## config.mk

```make
export PLATFORM = sky130hd
export DESIGN_NAME = sipo_rx_frame_buffer
export DESIGN_NICKNAME = d
export VERILOG_FILES = /design/src/rtl/sipo_rx_frame_buffer.sv
export SDC_FILE = /design/constraint.sdc
export NUM_CORES = 1
export LEC_CHECK = 0
export ABC_AREA = 0
export CORE_UTILIZATION = 60
export DETAILED_ROUTE_END_ITERATION = 12
export PLACE_DENSITY = 0.82
export SYNTH_ARGS = -nofsm -noshare
export SYNTH_HDL_FRONTEND = slang
export SYNTH_SLANG_ARGS = --single-unit
```

## constraint.sdc

```tcl
create_clock -name baud_clk -period 3.47 [get_ports baud_clk]
set_input_delay 1.041 -clock baud_clk [delete_from_list [all_inputs] [get_ports baud_clk]]
set_output_delay 1.041 -clock baud_clk [all_outputs]
set_load 0.1 [all_outputs]
```

## src/rtl/sipo_rx_frame_buffer.sv

```systemverilog
// sipo_rx_frame_buffer: samples serial frame bits on shift strobes, checks start/parity/stop
// and buffers {data, parity_err, frame_err} in a small FIFO drained by valid/ready.
module sipo_rx_frame_buffer #(
  parameter int DATA_WIDTH = 8,
  parameter int PARITY_EN  = 1,
  parameter int PARITY_ODD = 0,
  parameter int FIFO_DEPTH = 4,
  localparam int AW = $clog2(FIFO_DEPTH),
  localparam int LW = AW + 1
) (
  input  logic                  baud_clk,
  input  logic                  rst,
  input  logic                  data_tx,
  input  logic                  shift,
  input  logic                  frame_abort,
  output logic [DATA_WIDTH-1:0] rx_data,
  output logic                  rx_parity_err,
  output logic                  rx_frame_err,
  output logic                  rx_valid,
  input  logic                  rx_ready,
  output logic                  overrun,
  output logic [3:0]            bit_idx,
  output logic [LW-1:0]         fifo_level
);
  localparam int N = 2 + DATA_WIDTH + PARITY_EN;
  localparam int EW = DATA_WIDTH + 2;
  localparam logic [3:0] LAST = 4'(N - 1);

  logic [N-1:0]  sr_q, sr_d;
  logic [3:0]    idx_q, idx_d;
  logic          done_q, done_d;
  logic [EW-1:0] mem_q [FIFO_DEPTH];
  logic [AW-1:0] wr_q, wr_d, rd_q, rd_d;
  logic [LW-1:0] lvl_q, lvl_d;
  logic          ovr_q, ovr_d;
  logic          par_err, frm_err, full, push, pop;

  always_comb begin
    idx_d = idx_q;
    sr_d = sr_q;
    done_d = 1'b0;
    if (frame_abort) idx_d = '0;
    else if (shift) begin
      sr_d[idx_q] = data_tx;
      idx_d = (idx_q == LAST) ? 4'd0 : idx_q + 4'd1;
      done_d = (idx_q == LAST);
    end
  end

  // Frame is checked one cycle after the stop sample, while sr_q still holds it intact.
  assign par_err = (PARITY_EN != 0) && ((^sr_q[DATA_WIDTH:1]) ^ sr_q[DATA_WIDTH+1] ^ (PARITY_ODD != 0));
  assign frm_err = sr_q[0] | ~sr_q[N-1];

  assign full = (lvl_q == LW'(FIFO_DEPTH));
  assign pop  = (lvl_q != '0) && rx_ready;
  assign push = done_q && (!full || pop);

  always_comb begin
    lvl_d = lvl_q + LW'(push) - LW'(pop);
    wr_d = wr_q + AW'(push);
    rd_d = rd_q + AW'(pop);
    ovr_d = done_q && full && !pop;
  end

  always_ff @(posedge baud_clk or posedge rst) begin
    if (rst) begin
      sr_q <= '0;
      idx_q <= '0;
      done_q <= 1'b0;
      wr_q <= '0;
      rd_q <= '0;
      lvl_q <= '0;
      ovr_q <= 1'b0;
      for (int i = 0; i < FIFO_DEPTH; i++) mem_q[i] <= '0;
    end else begin
      sr_q <= sr_d;
      idx_q <= idx_d;
      done_q <= done_d;
      wr_q <= wr_d;
      rd_q <= rd_d;
      lvl_q <= lvl_d;
      ovr_q <= ovr_d;
      if (push) mem_q[wr_q] <= {sr_q[DATA_WIDTH:1], par_err, frm_err};
    end
  end

  assign {rx_data, rx_parity_err, rx_frame_err} = mem_q[rd_q];
  assign rx_valid = (lvl_q != '0);
  assign overrun = ovr_q;
  assign bit_idx = idx_q;
  assign fifo_level = lvl_q;
endmodule

```

# After elaboration in Yosys (flattened, before gate mapping)
# Cells that the tools add are included.
# totals
ff_bits,64
inputBits,6
# op_classes
bitwise,6
n_reduce_logical,13
eq_ne,2
magnitude_cmp,5
mux,14
add_sub_neg,5
# ops
cell,n
40-bit bitwise mux,1
10-bit two-way mux,3
10-bit binary-select mux with 2-bit select,1
10-bit demux with 2-bit select,1
4-bit two-way mux,3
11-bit bitwise mux,1
8-bit XOR reduction,1
3-bit greater-or-equal comparator (second input constant),2
1-bit logical AND,6
2-bit inverter with 3-bit output,2
4-bit by 5-bit less-than comparator with 1-bit output (second input constant),1
2-bit by 1-bit adder with 2-bit output,2
4-bit by 1-bit adder with 4-bit output (second input constant),1
1-bit demux with 4-bit select,1
4-bit equality test (second input constant),1
4-bit by 1-bit greater-or-equal comparator with 1-bit output (second input constant),1
3-bit by 1-bit adder with 3-bit output,1
3-bit equality test (second input constant),1
3-bit by 1-bit less-than comparator with 1-bit output (second input constant),1
1-bit two-way mux,3
3-bit nonzero test,1
3-bit by 1-bit subtractor with 3-bit output,1
1-bit logical NOT,2
1-bit inverter,2
5 further kinds,5

# Depth between registers and ports, before layout
# logic_depth
ltp_word,6
mapped_depth,10

# Worst setup path before layout
# No wires, ideal clock.
# synth_timing
kind,register to register
startpoint,reg lvl_q[1] (netlist: fifo_level[1])
endpoint,reg lvl_q[2] (netlist: fifo_level[2])
stages_incl_launch_ff,9
period_less_slack_ns,3.265
setup_time_ns,0.126
path_buffers,0
t_arrival_ns,3.139
setup_slack_ns,0.205
path_cell_list,dfrtp_1 or3_1 and2_1 ha_1 inv_1 ha_1 fa_1 xnor2_1 xnor2_1
# synth_between
elab_chain_len,6
elab_cells_between_ends,8
classes_between,add/sub: 2; eq/ne: 1; reduce/logical: 5
# synth_rtl
element,line_no,source
"start, declared",34,"logic [LW-1:0] lvl_q, lvl_d;"
"start signal, assigned",81,lvl_q <= lvl_d;
3-bit nonzero test (*),n/a,
via rx_valid,19,"output logic rx_valid,"
1-bit logical AND (*),55,assign pop = (lvl_q != '0) && rx_ready;
1-bit logical OR,56,assign push = done_q && (!full || pop);
1-bit logical AND,56,
3-bit by 1-bit adder with 3-bit output,59,lvl_d = lvl_q + LW'(push) - LW'(pop);
3-bit by 1-bit subtractor with 3-bit output (*),59,
via lvl_d[2],34,
# Mark *: on every way through the listed nets, which the timed path passes. The rest lies on a longest branch.
# A chain may end at the register's enable or synchronous reset.

# Worst setup path after layout
# layout_timing
startpoint,reg rd_q[0]
endpoint,out rx_data[4]
# layout_between
elab_chain_len,4
# layout_rtl
element,line_no,source
"start, declared",33,"logic [AW-1:0] wr_q, wr_d, rd_q, rd_d;"
"start signal, assigned",80,rd_q <= rd_d;
2-bit inverter with 3-bit output (implied by the code),87,"assign {rx_data, rx_parity_err, rx_frame_err} = mem_q[rd_q];"
10-bit binary-select mux with 2-bit select,87,
10-bit two-way mux (implied by the code) (2 in a row),87,
"end, declared",16,"output logic [DATA_WIDTH-1:0] rx_data,"
# Every way passes these cells. The select of a mux whose other input is x is not followed.

==> metrics.yaml <==
worst_hold_path:
  hold_depth: 1
  hold_path_class: "flop to flop"
sta:
  worst_pin_slew_ns: 0.611
  hold_violations: 0
  skew_ns: 0.00682
  max_freq_mhz: 341
  timing.final.crit_share: 0.846
  setup_tns_ns: 0
  setup_viol: 0
  fin_hold_ws_ns: 0.487
  relSlewSlack: 0.593
  min_period_ns: 2.94
  maxSlewViolCount: 0
  grt_setup_unrepaired: "no"
placement:
  io_buffers: 24
  routabilityCongestion: 0.818
  hpwl_um: 3550
synth:
  yosysTopAreaCellShare: 0.550
  synthMuxAreaShare: 0.275
  synthArstFlopShare: 1.00
  yosysMostFrequentCell: "dfrtp_1"
  synthesis.area_mm2: 0.00291
  synthSimpleGateAreaFrac: 0.0778
  synthAdderAreaFrac: 0.0241
  synth_top_family_by_area: "multiplexers"
  synth_edf_count: 0
  post_synth_num_cell_types: 31
  ys_top_cells_by_area: "dfrtp_1 55%, mux2_2 19%, mux4_2 7.7%"
  synth_top_area_cell: "dfrtp_1"
  ys_ff_latch: 64
  synth_compound_area_frac: 0.0103
  synth_commonest_cells: "64 x dfrtp_1, 50 x mux2_2, 11 x nand2_1"
  synth_area_per_cell_um2: 14.5
  syn_nets: 212
  synthFlopType: "dfrtp_1"
  ys_warn_count: 0
  syn_inst: 201
  synth_xor_area_frac: 0.0408
  yosysSeqAreaShare: 0.550
floorplanning:
  core.rowCount: 24
  die_w_um: 71.6
  core_mm2: 0.00450
  start_util: 0.646
  io_pins: 25
  dieArea_mm2: 0.00513
  die-height_um: 71.6
route:
  via_count: 1692
  wl_per_cell_um: 16.9
  drt-initial-drc-count: 108
  avgViaCountPerCell: 5.85
  drtPass1Iterations: 4
  drt_wl_total_um: 4880
  detail-route-antenna-nets: 0
  drc: 0
critical_path:
  cpMaxStageDelayCell: "dfrtp_1"
  critPathRequiredTime_ns: 2.43
  critPathTopFamily: "flip-flops"
  max_stage_delay_ns: 0.73
  cp_num_buf_inv: 1
  arrival_ns: 1.90
  critPathKind: "flop to output pin"
  cp_max_fo: 11
  cp-start-kind: "flop"
  cp.depth: 2
  r2r_cells: 8
  endpoint_kind: "output pin"
  crit_path_cell_trace: "mux4_2, buf_4"
  rrSetupSlack_ns: 1.23
grt:
  antenna_found_initial: 0
  track_usage: 0.221
  grt_overflow: 0
  grt_pass1_wl_um: 8320
  grt_pass1_vias: 1711
  grt_start_max_net_pins: 29
power_and_ir_drop:
  swShare: 0.343
  p_per_area_mw_per_mm2: 567
  p_leak_nw: 1.66
  vdd_ir_drop_max_uv: 483
  p_sw_mw: 0.648
  clockPowerShare: 0.298
  p_int_mw: 1.24
  pwr-share-seq: 0.475
  comb_power_share: 0.227
clock_network:
  cts_root_buf: "clkbuf_8"
  cts_tree: "built"
  clk_latency_ns: 0.33
  cts_buffers: 9
  cts_resized: 0
  clkTransAtPathRegs_ns: 0.06
  clockBufferDepth: 2
  h-tree-depth: 3
  ctsHoldBuffers: 0
  cts_setup_buffers: 0
  cts.sinks: 64
run_status:
  status: "complete, no violations"
final_layout:
  antenna_cells: 0
  fin_util: 0.741
  finalNetCount: 243
  synthToLayoutAreaGrowth_pct: 14.6
  drive_gt1_frac: 0.430
job:
  maxCapViolations: 0
[worst reg2reg max path, delay by kind of cell, from the launching register on]
family / cells / cell delay (ns)
simple gates: 2 / 0.59
buf+inv: 1 / 0.04
fa+ha+maj: 3 / 0.82
xor+xnor: 2 / 0.30
flops: 1 / 0.41
[per-layer routing]
| layer | vias to the layer above | part of all wire | wire length [µm] | GRT usage |
|---|---|---|---|---|
| met4 | 0 | 0.017 | 82 | 0.0850 |
| met2 | 44 | 0.48 | 2350 | 0.352 |
| met3 | 12 | 0.045 | 221 | 0.0661 |
| li1 | 783 | - | - | - |
| met1 | 853 | 0.46 | 2220 | 0.290 |
| met5 | - | 0 | 0 | 0 |
[cell type report]
cell class | instances | area [µm²]
fill | 285 | 1170
clock inverter | 5 | 31.3
clock buffer | 11 | 151
timing repair buffer | 28 | 223
tap | 52 | 65.1
inverter | 5 | 18.8
sequential | 64 | 1600
multi-input combinational | 124 | 1240
[layout by cell type, fill, tap and decap left out, drive strengths merged]
cell type / n
ha: 4
nand3b: 4
xnor3: 1
nor3b: 2
o21ai: 3
mux2: 51
and3: 1
nand2: 12
nand2b: 3
nor2: 3
buf: 23
xor2: 4
or3: 1
inv: 5
clkinvlp: 1
nor4b: 1
nand3: 2
xnor2: 7
nand4: 2
clkinv: 4
nor3: 1
mux4: 10
nor2b: 5
a21oi: 3
fa: 1
clkbuf: 11
and2: 3
dfrtp: 64
clkdlybuf4s50: 5
[power groups by stage]
| stage | combinational [mW] | sequential, mW | clock [mW] |
|---|---|---|---|
| floorplan | 0.259 | 0.983 | 0 |
| global placement | 0.417 | 0.908 | 0 |
| detailed placement | 0.433 | 0.915 | 0 |
| CTS | 0.434 | 0.901 | 0.578 |
| global route | 0.456 | 0.913 | 0.610 |
| finish | 0.430 | 0.898 | 0.563 |
[worst paths after layout]
kind | start | to
max | rd_q[0]$_DFF_PP0_ | rx_data[4]
min | done_q$_DFF_PP0_ | overrun$_DFF_PP0_
max reg2reg | fifo_level[1]$_DFF_PP0_ | fifo_level[2]$_DFF_PP0_
min reg2reg | done_q$_DFF_PP0_ | overrun$_DFF_PP0_
max in group asynchronous | rst | mem_q[28]$_DFFE_PP0P_
min in group asynchronous | rst | sr_q[2]$_DFFE_PP0P_
[cells by family (layout without fill, tap and decap cells)]
kind of cell / after synthesis / count (layout)
AOI/OAI and AO/OA: 6 / 6
and+or+nand+nor: 40 / 40
xor gates and xnor gates: 12 / 12
adders and majority gates: 5 / 5
buffers and inverters: 13 / 49
muxes: 61 / 61
DFF: 64 / 64
[registers in the layout, indices dropped and copies added, names as in the netlist]
signal and flops:
bit_idx 4, done_q 1, fifo_level 3, mem_q 40
overrun 1, rd_q 2, sr_q 11, wr_q 2
[metrics by stage]
step,setup slack [ns],power [mW],instances,cell area (µm²)
floorplan,0.205,1.24,201,2910
global placement,0.465,1.33,273,3150
detailed placement,0.409,1.35,273,3150
CTS,0.479,1.91,289,3340
global route,0.433,1.98,289,3340
finish,0.533,1.89,289,3340
No activity file was read; power rests on OpenSTA's default activity.
==> variant 1 (same settings) <==
Change the parameter `FIFO_DEPTH` from 4 to 2.
--- a/src/rtl/sipo_rx_frame_buffer.sv
+++ b/src/rtl/sipo_rx_frame_buffer.sv
@@ -4,7 +4,7 @@
   parameter int DATA_WIDTH = 8,
   parameter int PARITY_EN  = 1,
   parameter int PARITY_ODD = 0,
-  parameter int FIFO_DEPTH = 4,
+  parameter int FIFO_DEPTH = 2,
   localparam int AW = $clog2(FIFO_DEPTH),
   localparam int LW = AW + 1
 ) (
Interface: changed (resized fifo_level); port bits go from 25 to 24. The function was not compared with the original's and may differ.
==> variant 1 against the original RTL <==
Routed wire length fell by 34%; sequential cell count is 23 lower; sequential share of layout area decreased by 2.1 points; sequential power decreased by 37%; synthesized area is 34% lower; worst setup slack better by 0.24 ns; utilization shrank 0.82 points; total power is 37% lower; cell area down 33%; maximum frequency grew 9.0%; critical path type unchanged; critical endpoint is now rx_data[1]; highest routed layer unchanged.
==> variant 1: results (changes against the original RTL) <==
metric,value,unit,change
status,completed,,
grt_start_max_net_pins,42,,+45%
cts-root-buf,clkbuf_4,,
r2r_setup_slack,1.67,ns,+0.44 ns
dp_slack,0.652,ns,+0.243 ns
placed_area,0.00215,mm²,-32%
crit_end,rx_data[1],,
layout.nets,188,,-23%
grt_pass1_vias,1207,,-29%
syn-instance-count,153,,-24%
antenna_found_initial,0,,unchanged
crit_type,reg2out,,
hold_slack,0.517,ns,+0.0305 ns
cts_resized,0,,unchanged
holdPathEnd,sr_q[0],,
syn-num-nets,163,,-23%
vdd_drop_max,0.529,mV,+9.5%
largest_reg_flops,20,,-50%
drive_gt1_frac,0.380,,-0.0505
clk_latency,0.35,ns,+0.02 ns
r2r_end,fifo_level[1],,
synthDistinctLibCells,25,,-19%
cts_made_buffers,5,,-4
wl_per_cell,14.3,µm,-15%
drtIter0Drc,31,,-71%
r2r_cells,7,,-1
dp_cells,215,,-21%
grt_first_pass_wirelength,5410,µm,-35%
drt_wl_total,3200,µm,-34%
fmax,371,MHz,+9.0%
async_flop_share,1.00,,unchanged
hold_path.class,reg2reg,,
leakagePower,1.13,nW,-32%
yosysSeqAreaShare,0.532,,-0.0178
max-slew-margin-rel,0.664,,+0.0708
cp_max_fo,11,,unchanged
yosys-top-cells-count,"dfrtp_1, mux2_2, nand2_1, xnor2_1, nor2_1",,
r2r-start,fifo_level[1],,
hold_path.startpoint,sr_q[0],,
fin_skew,0.0110,ns,+0.00416 ns
path_clk_slew,0.11,ns,+0.05 ns
startpoint,rd_q,,
worst_ep_arrival_time,1.65,ns,-0.25 ns
synthTopCellsByArea,"dfrtp_1, mux2_2, xnor2_1",,
post-dp-hpwl,2340,µm,-34%
vias_per_cell,5.32,,-9.1%
grtUsageTotal,0.222,,+0.000964
cts_setup_buffers,0,,unchanged
h-tree-depth,2,,-1
gp_congestion,0.795,,-2.8%
portBuffers,23,,-4.2%
num_antenna_cells,0,,unchanged
variant 1: worst max-delay path: stages, from the launching register on:
cell and delay (ns):
dfrtp_1 0.66, mux2_2 0.40, buf_4 0.23
variant 1: routing by layer:
metal,vias to the layer above,part of all wire,GRT usage
met5,-,0,0
met4,0,0.024,0.136
met3,8,0.039,0.0549
met2,25,0.49,0.355
met1,586,0.45,0.274
li1,568,-,-
variant 1: layout make-up:
cell class / instances / area [µm²]
sequential: 41 / 1030
multi-input combinational: 101 / 858
fill: 237 / 817
timing repair buffer: 24 / 193
clock buffer: 7 / 55.1
tap: 44 / 55.1
clock inverter: 1 / 30.0
inverter: 5 / 18.8
variant 1: where the power goes:
group	switching, W	internal, W
logic	0.000209	0.000105
registers	0.0000569	0.000510
clock network	0.000146	0.000172
total	0.000411	0.000787
variant 1: cells by family after synthesis:
family,Yosys count,share of synthesized area
mux,39,0.228
simple gates,39,0.114
buf+inv,11,0.0221
xor+xnor,11,0.0571
fa+ha+maj,4,0.0260
flops,41,0.532
compound gates,8,0.0208
==> variant 2 (config.mk and constraints unchanged) <==
Made on the original files. Take the reset off `sr_q` and load it in a clocked block of its own.
--- a/src/rtl/sipo_rx_frame_buffer.sv
+++ b/src/rtl/sipo_rx_frame_buffer.sv
@@ -64,7 +64,6 @@
 
   always_ff @(posedge baud_clk or posedge rst) begin
     if (rst) begin
-      sr_q <= '0;
       idx_q <= '0;
       done_q <= 1'b0;
       wr_q <= '0;
@@ -73,7 +72,6 @@
       ovr_q <= 1'b0;
       for (int i = 0; i < FIFO_DEPTH; i++) mem_q[i] <= '0;
     end else begin
-      sr_q <= sr_d;
       idx_q <= idx_d;
       done_q <= done_d;
       wr_q <= wr_d;
@@ -84,6 +82,10 @@
     end
   end
 
+  always_ff @(posedge baud_clk) begin
+    sr_q <= sr_d;
+  end
+
   assign {rx_data, rx_parity_err, rx_frame_err} = mem_q[rd_q];
   assign rx_valid = (lvl_q != '0);
   assign overrun = ovr_q;
Function: same outputs for any inputs over 10 cycles, from zero or initial values and one cycle with rst high; that may be too few to reach the edited logic, so the function may still have changed.
==> variant 2 against the original RTL <==
Routed wire length is 0.66% higher; sequential cell count stayed put; total power is 2.2% lower; cell area is 1.8% lower; worst setup slack worse by 0.094 ns; synthesized area is 2.3% lower; sequential power hardly changed; sequential share of layout area is 2.5 points higher; critical endpoint unchanged; largest power group unchanged; highest routed layer unchanged.
==> variant 2: results (changes against the original RTL) <==
metric,value,unit,change
fin_skew,0.00587,ns,-0.000950 ns
clock_tree.buffer_depth,2,,unchanged
clk_latency,0.33,ns,about the same
worst_ep_arrival_time,1.99,ns,+0.09 ns
grt_pass1_vias,1696,,-0.88%
h-tree-depth,3,,unchanged
gp_congestion,0.730,,-11%
grt_first_pass_wirelength,8530,µm,+2.5%
p_int,0.00123,W,-1.0%
num_vias,1589,,-6.1%
synthDistinctLibCells,30,,-3.2%
largest_reg_flops,40,,unchanged
async_flop_share,0.828,,-0.172
leakagePower,1.57,nW,-5.3%
path_clk_slew,0.07,ns,
fill_cells,296,,+3.9%
ys.warnings.count,0,,unchanged
yosysSeqAreaShare,0.583,,+0.0324
drive_gt1_frac,0.402,,-0.0286
status,completed,,
drtIter0Drc,120,,+11%
worst_pin_slew,0.729,ns,+0.118 ns
vdd_drop_max,0.653,mV,+35%
largest-register,mem_q,,
yosys-top-cells-count,"dfrtp_1, mux2_2, nor2_1, edfxtp_1, mux4_2",,
dp_slack,0.348,ns,-0.0611 ns
synth-edff-count,11,,+11
cts_setup_buffers,0,,unchanged
post-dp-hpwl,3480,µm,-1.9%
layout.nets,235,,-3.3%
syn-num-nets,202,,-4.7%
antenna_found_initial,0,,unchanged
portBuffers,24,,unchanged
grt_start_max_net_pins,22,,-24%
first_pass_iters,6,,+2
cts-root-buf,clkbuf_8,,
synthTopCellsByArea,"dfrtp_1, mux2_2, edfxtp_1",,
drt_wl_total,4910,µm,+0.66%
grtUsageTotal,0.234,,+0.0125
==> variant 2: area by class of cell <==
| cell class | instances | share of cell area |
|---|---|---|
| flip-flops and latches | 64 | 0.506 |
| multi-input cells | 114 | 0.344 |
| repair buffers | 29 | 0.0703 |
| clock buffers | 13 | 0.0489 |
| well taps | 52 | 0.0199 |
| inverters | 6 | 0.00687 |
| clock inverters | 3 | 0.00458 |
==> variant 2: critical path: stages (launching register included) <==
cell,delay [ns]
dfrtp_1,0.81
mux4_2,0.60
buf_4,0.25
==> variant 2: stage by stage <==
| step | instance area [µm²] | utilization | power [W] | hold WS (ns) | cells |
|---|---|---|---|---|---|
| final | 3280 | 0.737 | 0.00185 | 0.502 | 281 |
| after detailed placement | 3100 | 0.698 | 0.00131 | 0.477 | 265 |
| after global placement | 3100 | 0.698 | 0.00128 | 0.482 | 265 |
| after global routing | 3280 | 0.737 | 0.00194 | 0.521 | 281 |
| after CTS | 3280 | 0.737 | 0.00187 | 0.504 | 281 |
| after floorplan | 2840 | - | 0.00120 | 0.445 | 191 |
==> variant 2: worst paths after layout <==
check                                    from       endpoint  slack, ns  depth (start not counted)
worst max-delay path                  rd_q[0]     rx_data[4]       0.44                          2
worst min-delay path                mem_q[37]      mem_q[37]       0.50                          1
worst max register to register  fifo_level[2]  fifo_level[2]       1.15                          8
worst min register to register      mem_q[37]      mem_q[37]       0.50                          1
max in group asynchronous                 rst      mem_q[15]       1.86                          3
min in group asynchronous                 rst         done_q       1.03                          2
==> variant 2: power groups by stage <==
stage	registers [W]	logic [W]	clock network [W]
after floorplan	0.000984	0.000217	0
after global placement	0.000908	0.000370	0
after detailed placement	0.000917	0.000392	0
after CTS	0.000903	0.000392	0.000576
after global routing	0.000911	0.000410	0.000617
final	0.000898	0.000386	0.000565
==> variant 2: kinds of logic (layout without fill, tap and decap cells) <==
kind of cell,count (synthesis),in the layout,synth area share
buffers and inverters,13,51,0.0207
xor gates and xnor gates,12,12,0.0445
adders and majority gates,5,5,0.0246
DFF,64,64,0.583
and+or+nand+nor,40,40,0.0761
AOI/OAI and AO/OA,7,7,0.0136
muxes,50,50,0.238
==> variant 2: layer usage <==
layer	part of all wire	vias up	track usage
met5	0	-	0
met4	0.025	0	0.122
met3	0.028	9	0.0484
met2	0.49	28	0.375
met1	0.45	813	0.306
li1	-	739	-
